===== src/rtl/uop_sequencer.sv =====
// Microcode sequencer: fetches microwords from a synchronous ROM and issues them to the datapath.
// Latency: ena to first op_start is 3 edges; a skipped uop takes 2 cycles, an issued uop 2+N cycles.
// Backpressure: holds each uop in WAIT until op_done; ena is ignored while busy.
//
// Ports:
//   clk, rst_n          clock, asynchronous active-low reset
//   ena / rdy / err     start request, idle indication, sticky error
//   rom_addr / rom_data registered ROM address, word valid one cycle later
//   op_start, op_code, op_src_a, op_src_b, op_dst   issue strobe and held uop fields
//   op_done, cmp_eq     datapath completion and compare result
module uop_sequencer #(
  parameter int ADDR_W = 6,
  parameter int WORD_W = 20
) (
  input  logic              clk,
  input  logic              rst_n,
  input  logic              ena,
  output logic              rdy,
  output logic              err,
  output logic [ADDR_W-1:0] rom_addr,
  input  logic [WORD_W-1:0] rom_data,
  output logic              op_start,
  output logic [3:0]        op_code,
  output logic [4:0]        op_src_a,
  output logic [4:0]        op_src_b,
  output logic [3:0]        op_dst,
  input  logic              op_done,
  input  logic              cmp_eq
);

  localparam logic [3:0] OP_RDY = 4'd0;
  localparam logic [3:0] OP_CMP = 4'd1;
  localparam logic [3:0] OP_MAX = 4'd5;
  localparam logic [ADDR_W-1:0] LAST_ADDR = '1;

  typedef enum logic [1:0] {
    S_IDLE,
    S_FETCH,
    S_DECODE,
    S_WAIT
  } state_t;

  state_t state;
  logic   flag;

  // Microword fields, meaningful only while in DECODE.
  logic [3:0] w_op;
  logic [4:0] w_src_a;
  logic [4:0] w_src_b;
  logic [3:0] w_dst;
  logic [1:0] w_exec;
  logic       exec_ok;
  logic       at_last;

  assign w_op    = rom_data[19:16];
  assign w_src_a = rom_data[15:11];
  assign w_src_b = rom_data[10:6];
  assign w_dst   = rom_data[5:2];
  assign w_exec  = rom_data[1:0];
  assign at_last = (rom_addr == LAST_ADDR);

  always_comb begin
    exec_ok = 1'b0;
    case (w_exec)
      2'b00:   exec_ok = 1'b1;
      2'b01:   exec_ok = flag;
      2'b10:   exec_ok = ~flag;
      default: exec_ok = 1'b0;
    endcase
  end

  always_ff @(posedge clk or negedge rst_n) begin
    if (!rst_n) begin
      state    <= S_IDLE;
      rdy      <= 1'b1;
      err      <= 1'b0;
      flag     <= 1'b0;
      rom_addr <= '0;
      op_start <= 1'b0;
      op_code  <= '0;
      op_src_a <= '0;
      op_src_b <= '0;
      op_dst   <= '0;
    end else begin
      op_start <= 1'b0;
      case (state)
        S_IDLE: begin
          if (ena) begin
            rom_addr <= '0;
            flag     <= 1'b0;
            err      <= 1'b0;
            rdy      <= 1'b0;
            state    <= S_FETCH;
          end
        end

        S_FETCH: state <= S_DECODE;

        S_DECODE: begin
          if (w_op == OP_RDY) begin
            rdy   <= 1'b1;
            state <= S_IDLE;
          end else if (w_op > OP_MAX) begin
            err   <= 1'b1;
            rdy   <= 1'b1;
            state <= S_IDLE;
          end else if (!exec_ok) begin
            // Skipped uop advances exactly like a completed one.
            if (at_last) begin
              err   <= 1'b1;
              rdy   <= 1'b1;
              state <= S_IDLE;
            end else begin
              rom_addr <= rom_addr + 1'b1;
              state    <= S_FETCH;
            end
          end else begin
            op_code  <= w_op;
            op_src_a <= w_src_a;
            op_src_b <= w_src_b;
            op_dst   <= w_dst;
            op_start <= 1'b1;
            state    <= S_WAIT;
          end
        end

        S_WAIT: begin
          if (op_done) begin
            if (op_code == OP_CMP) flag <= cmp_eq;
            // Running off the end of the ROM is an error rather than a wrap.
            if (at_last) begin
              err   <= 1'b1;
              rdy   <= 1'b1;
              state <= S_IDLE;
            end else begin
              rom_addr <= rom_addr + 1'b1;
              state    <= S_FETCH;
            end
          end
        end

        default: state <= S_IDLE;
      endcase
    end
  end

endmodule


===== config.mk =====
export PLATFORM = sky130hd
export DESIGN_NAME = uop_sequencer
export DESIGN_NICKNAME = d
export VERILOG_FILES = /design/src/rtl/uop_sequencer.sv
export SDC_FILE = /design/constraint.sdc
export NUM_CORES = 1
export LEC_CHECK = 0
export ABC_AREA = 1
export CORE_MARGIN = 2
export CORE_UTILIZATION = 35
export DETAILED_ROUTE_END_ITERATION = 7
export PLACE_DENSITY_LB_ADDON = 0.12
export SKIP_LAST_GASP = 1
export SLEW_MARGIN = 10
export SYNTH_ARGS = -nofsm -noshare
export SYNTH_HDL_FRONTEND = slang
export SYNTH_SLANG_ARGS = --single-unit
export TNS_END_PERCENT = 30

===== constraint.sdc =====
create_clock -name clk -period 1.7 [get_ports clk]
set_input_delay 0.425 -clock clk [delete_from_list [all_inputs] [get_ports clk]]
set_output_delay 0.425 -clock clk [all_outputs]
set_load 0.05 [all_outputs]

Word-level counts from Yosys, hierarchy flattened
Cells that the tools add are included.
- muxes and demuxes: 35
- $add $sub $neg: 1
- magnitude comparators: 1
- reduce and logical (&&, ||, !) cells: 11
- eq/ne operators: 15
- bitwise gates (word level): 3
- operator list (kind ; count):
    $mux 6 ; 6
    $mux 1 ; 18
    $pmux 6 s3 ; 1
    $ne 2x2->1 const B ; 6
    $reduce_and 4->1 ; 3
    $mux 2 ; 5
    $pmux 1 s3 ; 3
    $pmux 2 s4 ; 1
    $add 6x1->6 const B ; 1
    $eq 2x2->1 const B ; 3
    $eq 6x6->1 const B ; 1
    $reduce_and 6->1 ; 1
    $reduce_and 5->1 ; 1
    $eq 2x1->1 const B ; 2
    $eq 4x1->1 const B ; 1
    $gt 4x3->1 const B ; 1
    $logic_not 2->1 ; 2
    $logic_not 4->1 ; 1
    $ne 4x4->1 const B ; 1
    $ne 3x3->1 const B ; 1
    $not 1->1 ; 3
    $reduce_bool 3->1 ; 1
    $pmux 1 s2 ; 1
    $reduce_and 2->1 ; 1
    $reduce_bool 2->1 ; 1
- output and inout bits: 27
- word-level logic and storage cells: 76
- input bits: 25
- register bits: 30

Logic depth before layout (Yosys ltp)
- depth after elaboration: 6
- mapped depth: 9
- gate-level depth less buffers: 9

Least setup slack after synthesis
No wires, ideal clock.
- path type: register to register
- start point: register rom_addr[0]
- end point: register rom_addr[2]
- period minus slack after synthesis: 1.751 ns
- cell stages (with the launch flop): 10
- setup slack: -0.051 ns
- buffers on the path: 0
- setup time: 0.065 ns
- data arrival time: 1.685 ns
- data required time: 1.635 ns
- cells stage by stage: dfrtp_1 > ha_1 > nand3_1 > nor2_1 > nand2_1 > nand2_1 > inv_1 > nand2_1 > nand2_1 > nand2_1
- cells in the longest elaborated chain, start to end: 6
- elaborated cells on any way between the ends: 8
- classes of those cells: 1 x add/sub; 1 x eq/ne; 6 x mux
- RTL lines (what ; RTL line ; RTL):
    start: declaration ; 20 ; output logic [ADDR_W-1:0] rom_addr,
    start signal: assignment ; 114 ; rom_addr <= rom_addr + 1'b1;
    start signal: assignment ; 136 ; rom_addr <= rom_addr + 1'b1;
    $add 6x1->6 or $eq 6x6->1 (tied branches) ; 114, 136, 60 ;
    $mux 6 (*) ; 109, 131 ;
    $mux 6 ; 107 ; end else if (!exec_ok) begin
    $mux 6 ; 103 ; end else if (w_op > OP_MAX) begin
    $mux 6 ; 100 ; if (w_op == OP_RDY) begin
    $pmux 6 s3 (*) ; 86 ; case (state)
Every way passes the cells marked *; elsewhere a longest branch is shown, timed or not. The select of a mux whose other input is x is not followed.
A chain may end at the register's enable or synchronous reset.

Worst setup path in the final report
Same ends and word-level chain as after synthesis.

==> run summary <==
Mean Syn Cell Area -> 7.46 um^2
Peak supply drop -> 0.000965 V
Slowest CP cell -> dfrtp_2
Vias -> 1413
Clock root buffer -> clkbuf_8
Startpoint Class -> flip-flop
Drt drc -> 0
CP cell instances -> ha_1, nand3_1, nor2_1, nand2_1, nand2_1, nor2_2, nand2_1, nand2_1
Leakage -> 0.00122 uW
Placement row count -> 23
First DRT Iteration DRCs -> 47
Crit-path max cell delay -> 0.45 ns
CTS Buffer Depth -> 2
Ratio of cells with drive above 1 in the final layout -> 0.213
Cts hold-fix bufs -> 0
Crit Path Max Fanout -> 6
All-Layer GR Usage -> 0.159
Worst slew margin -> 0.824
Max Slew Vio Count -> 0
Pwr Density -> 1810 nW/um^2
Core area -> 4060 um^2
Antenna diodes -> 0
Met3 routed WL -> 172 um
TritonCTS Sinks -> 30
Global-route wire length before repair -> 6250 um
Place WS -> -0.0650 ns
DR WL/cell -> 10.6 um
Largest net degree at the start of global routing -> 31
Unrepaired setup endpoints after global routing -> yes
Most frequent cells in the layout -> 106 x nand2_1, 27 x dfrtp_1, 26 x buf_4
Layout area overhead -> 55.7%
Final setup viols -> 0
Setup TNS -> 0 ns
Wl on met1 -> 1440 um
Postcts setup bufs -> 0
Placed inst area -> 2230 um^2
Max-cap viol count -> 0
Total CTS buffers -> 5
Syn nets -> 226
Critical path arrival -> 1.73 ns
Ports -> 52
Status -> finished clean
Worst slew pin tran -> 0.264 ns
DRT Wirelength -> 3370 um
Pre-antenna DRT Iters -> 4
Critical Path Sink Type -> flip-flop
CP Data Required Time -> 1.92 ns
Worst setup margin -> 0.187 ns
CP most frequent cell -> nand2_1
Skew final -> 0.00614 ns
Max Used Layer -> met4
Seq/Total Area, Yosys -> 0.504
GPL Wtd Cong -> 0.844
Clock transition at path regs -> 0.07 ns
Initial Utilization -> 0.368
GR Overflow Total -> 0
Most common cell after layout, fill and taps aside -> nand2_1
IO buf count -> 51
Vias in the first global route -> 1460
Full die area -> 4800 um^2
Tightest Hold Check Type -> flip-flop to flip-flop
FMAX -> 661 MHz
Number of synthesized register bits -> 30
CTS HTree Levels -> 2
Routed Antenna Nets -> 0
WL met2 -> 1750 um
Die Wd -> 69.3 um
DR vias/cell -> 4.44
CTS resizes -> 0
Synth unique cells -> 20
Cell Area, Synth -> 1490 um^2
Syn Inst Count -> 200
Fin crit period -> 1.51 ns
Clock latency on the worst-skew pair -> 0.28 ns
Die height -> 69.3 um
Synth warn -> 0
Finished Cell Area -> 2320 um^2
Final Hold Fails -> 0
CTS tree -> yes
Detail Placement HPWL -> 2610 um
Nets@finish -> 293
Initial antenna violation count -> 0
Final period utilization -> 0.890
Crit Path Class -> flip-flop to flip-flop
==> synth_stat cells <==
| cell | number | area share |
|---|---|---|
| nand3_1 | 10 | 0.034 |
| inv_2 | 2 | 0.0050 |
| nor2_4 | 1 | 0.0075 |
| nor2_2 | 1 | 0.0042 |
| nor2_8 | 1 | 0.013 |
| dfrtp_1 | 29 | 0.49 |
| nor2_1 | 21 | 0.053 |
| nand3_4 | 1 | 0.012 |
| buf_6 | 1 | 0.0075 |
| inv_1 | 12 | 0.030 |
| xnor2_1 | 1 | 0.0059 |
| buf_4 | 2 | 0.010 |
| o21ai_1 | 1 | 0.0033 |
| nand2_1 | 107 | 0.27 |
| o21bai_1 | 1 | 0.0050 |
| dfstp_2 | 1 | 0.018 |
| a21oi_1 | 3 | 0.010 |
| ha_1 | 1 | 0.0084 |
| xor2_1 | 2 | 0.012 |
| o21ai_0 | 2 | 0.0067 |
==> registers in the layout, summed over array words and instances, names as in the netlist <==
name	cells
rom_addr	6
op_src_a	5
op_src_b	5
op_code	4
op_dst	4
state	2
err	1
flag	1
op_start	1
rdy	1
==> critical path, delay by kind of cell, from the launching register on <==
family / cells / cell delay [ns]
flops: 1 / 0.45
fa+ha+maj: 1 / 0.23
simple gates: 7 / 0.79
==> cells by family (layout without fill, tap and decap cells) <==
family,Yosys count,after routing,synth area share
and+or+nand+nor,142,142,0.392
xor gates and xnor gates,3,3,0.0176
adders and majority gates,1,1,0.00838
DFF,30,30,0.504
AOI/OAI and AO/OA,7,7,0.0251
buffers and inverters,17,85,0.0528
==> report_power, final <==
part	total [uW]	internal [uW]	switching, uW	leakage [uW]
clock network	601	325	276	0.0000472
registers	1250	994	256	0.000381
logic	2370	865	1500	0.000793
total	4220	2180	2030	0.00122
==> metal layers <==
metal | global-route usage | up-vias
li1 | - | 739
met1 | 0.181 | 640
met2 | 0.279 | 32
met3 | 0.0509 | 2
met4 | 0.0566 | 0
met5 | 0 | -
==> through the flow <==
| step | total power, uW | instances | hold slack, ns | util |
|---|---|---|---|---|
| 5_1_grt | 4510 | 318 | 0.498 | 0.573 |
| 3_3_place_gp | 3630 | 310 | 0.462 | 0.549 |
| 3_5_place_dp | 3650 | 310 | 0.462 | 0.549 |
| 6_report | 4220 | 318 | 0.477 | 0.573 |
| 2_1_floorplan | 2710 | 200 | 0.129 | - |
| 4_1_cts | 4270 | 318 | 0.481 | 0.572 |
==> final timing paths <==
path / start / end / slack [ns] / cells past startpoint
setup / recovery: rom_addr[0] / rom_addr[2] / 0.19 / 8
hold / removal: op_src_a[2] / op_src_a[2] / 0.48 / 2
hold reg to reg: op_src_a[2] / op_src_a[2] / 0.48 / 2
max in group asynchronous: rst_n / rdy / 0.96 / 2
min in group asynchronous: rst_n / flag / 0.50 / 2
setup reg to reg: rom_addr[0] / rom_addr[2] / 0.19 / 8
==> layout make-up <==
class	count	area [um^2]
fillers	374	1730
flip-flops and latches	30	754
repair buffers	63	696
multi-input cells	153	664
clock buffers	6	82.6
well taps	50	62.6
inverters	14	52.6
clock inverters	2	12.5
No activity file was read; power rests on OpenSTA's default activity.
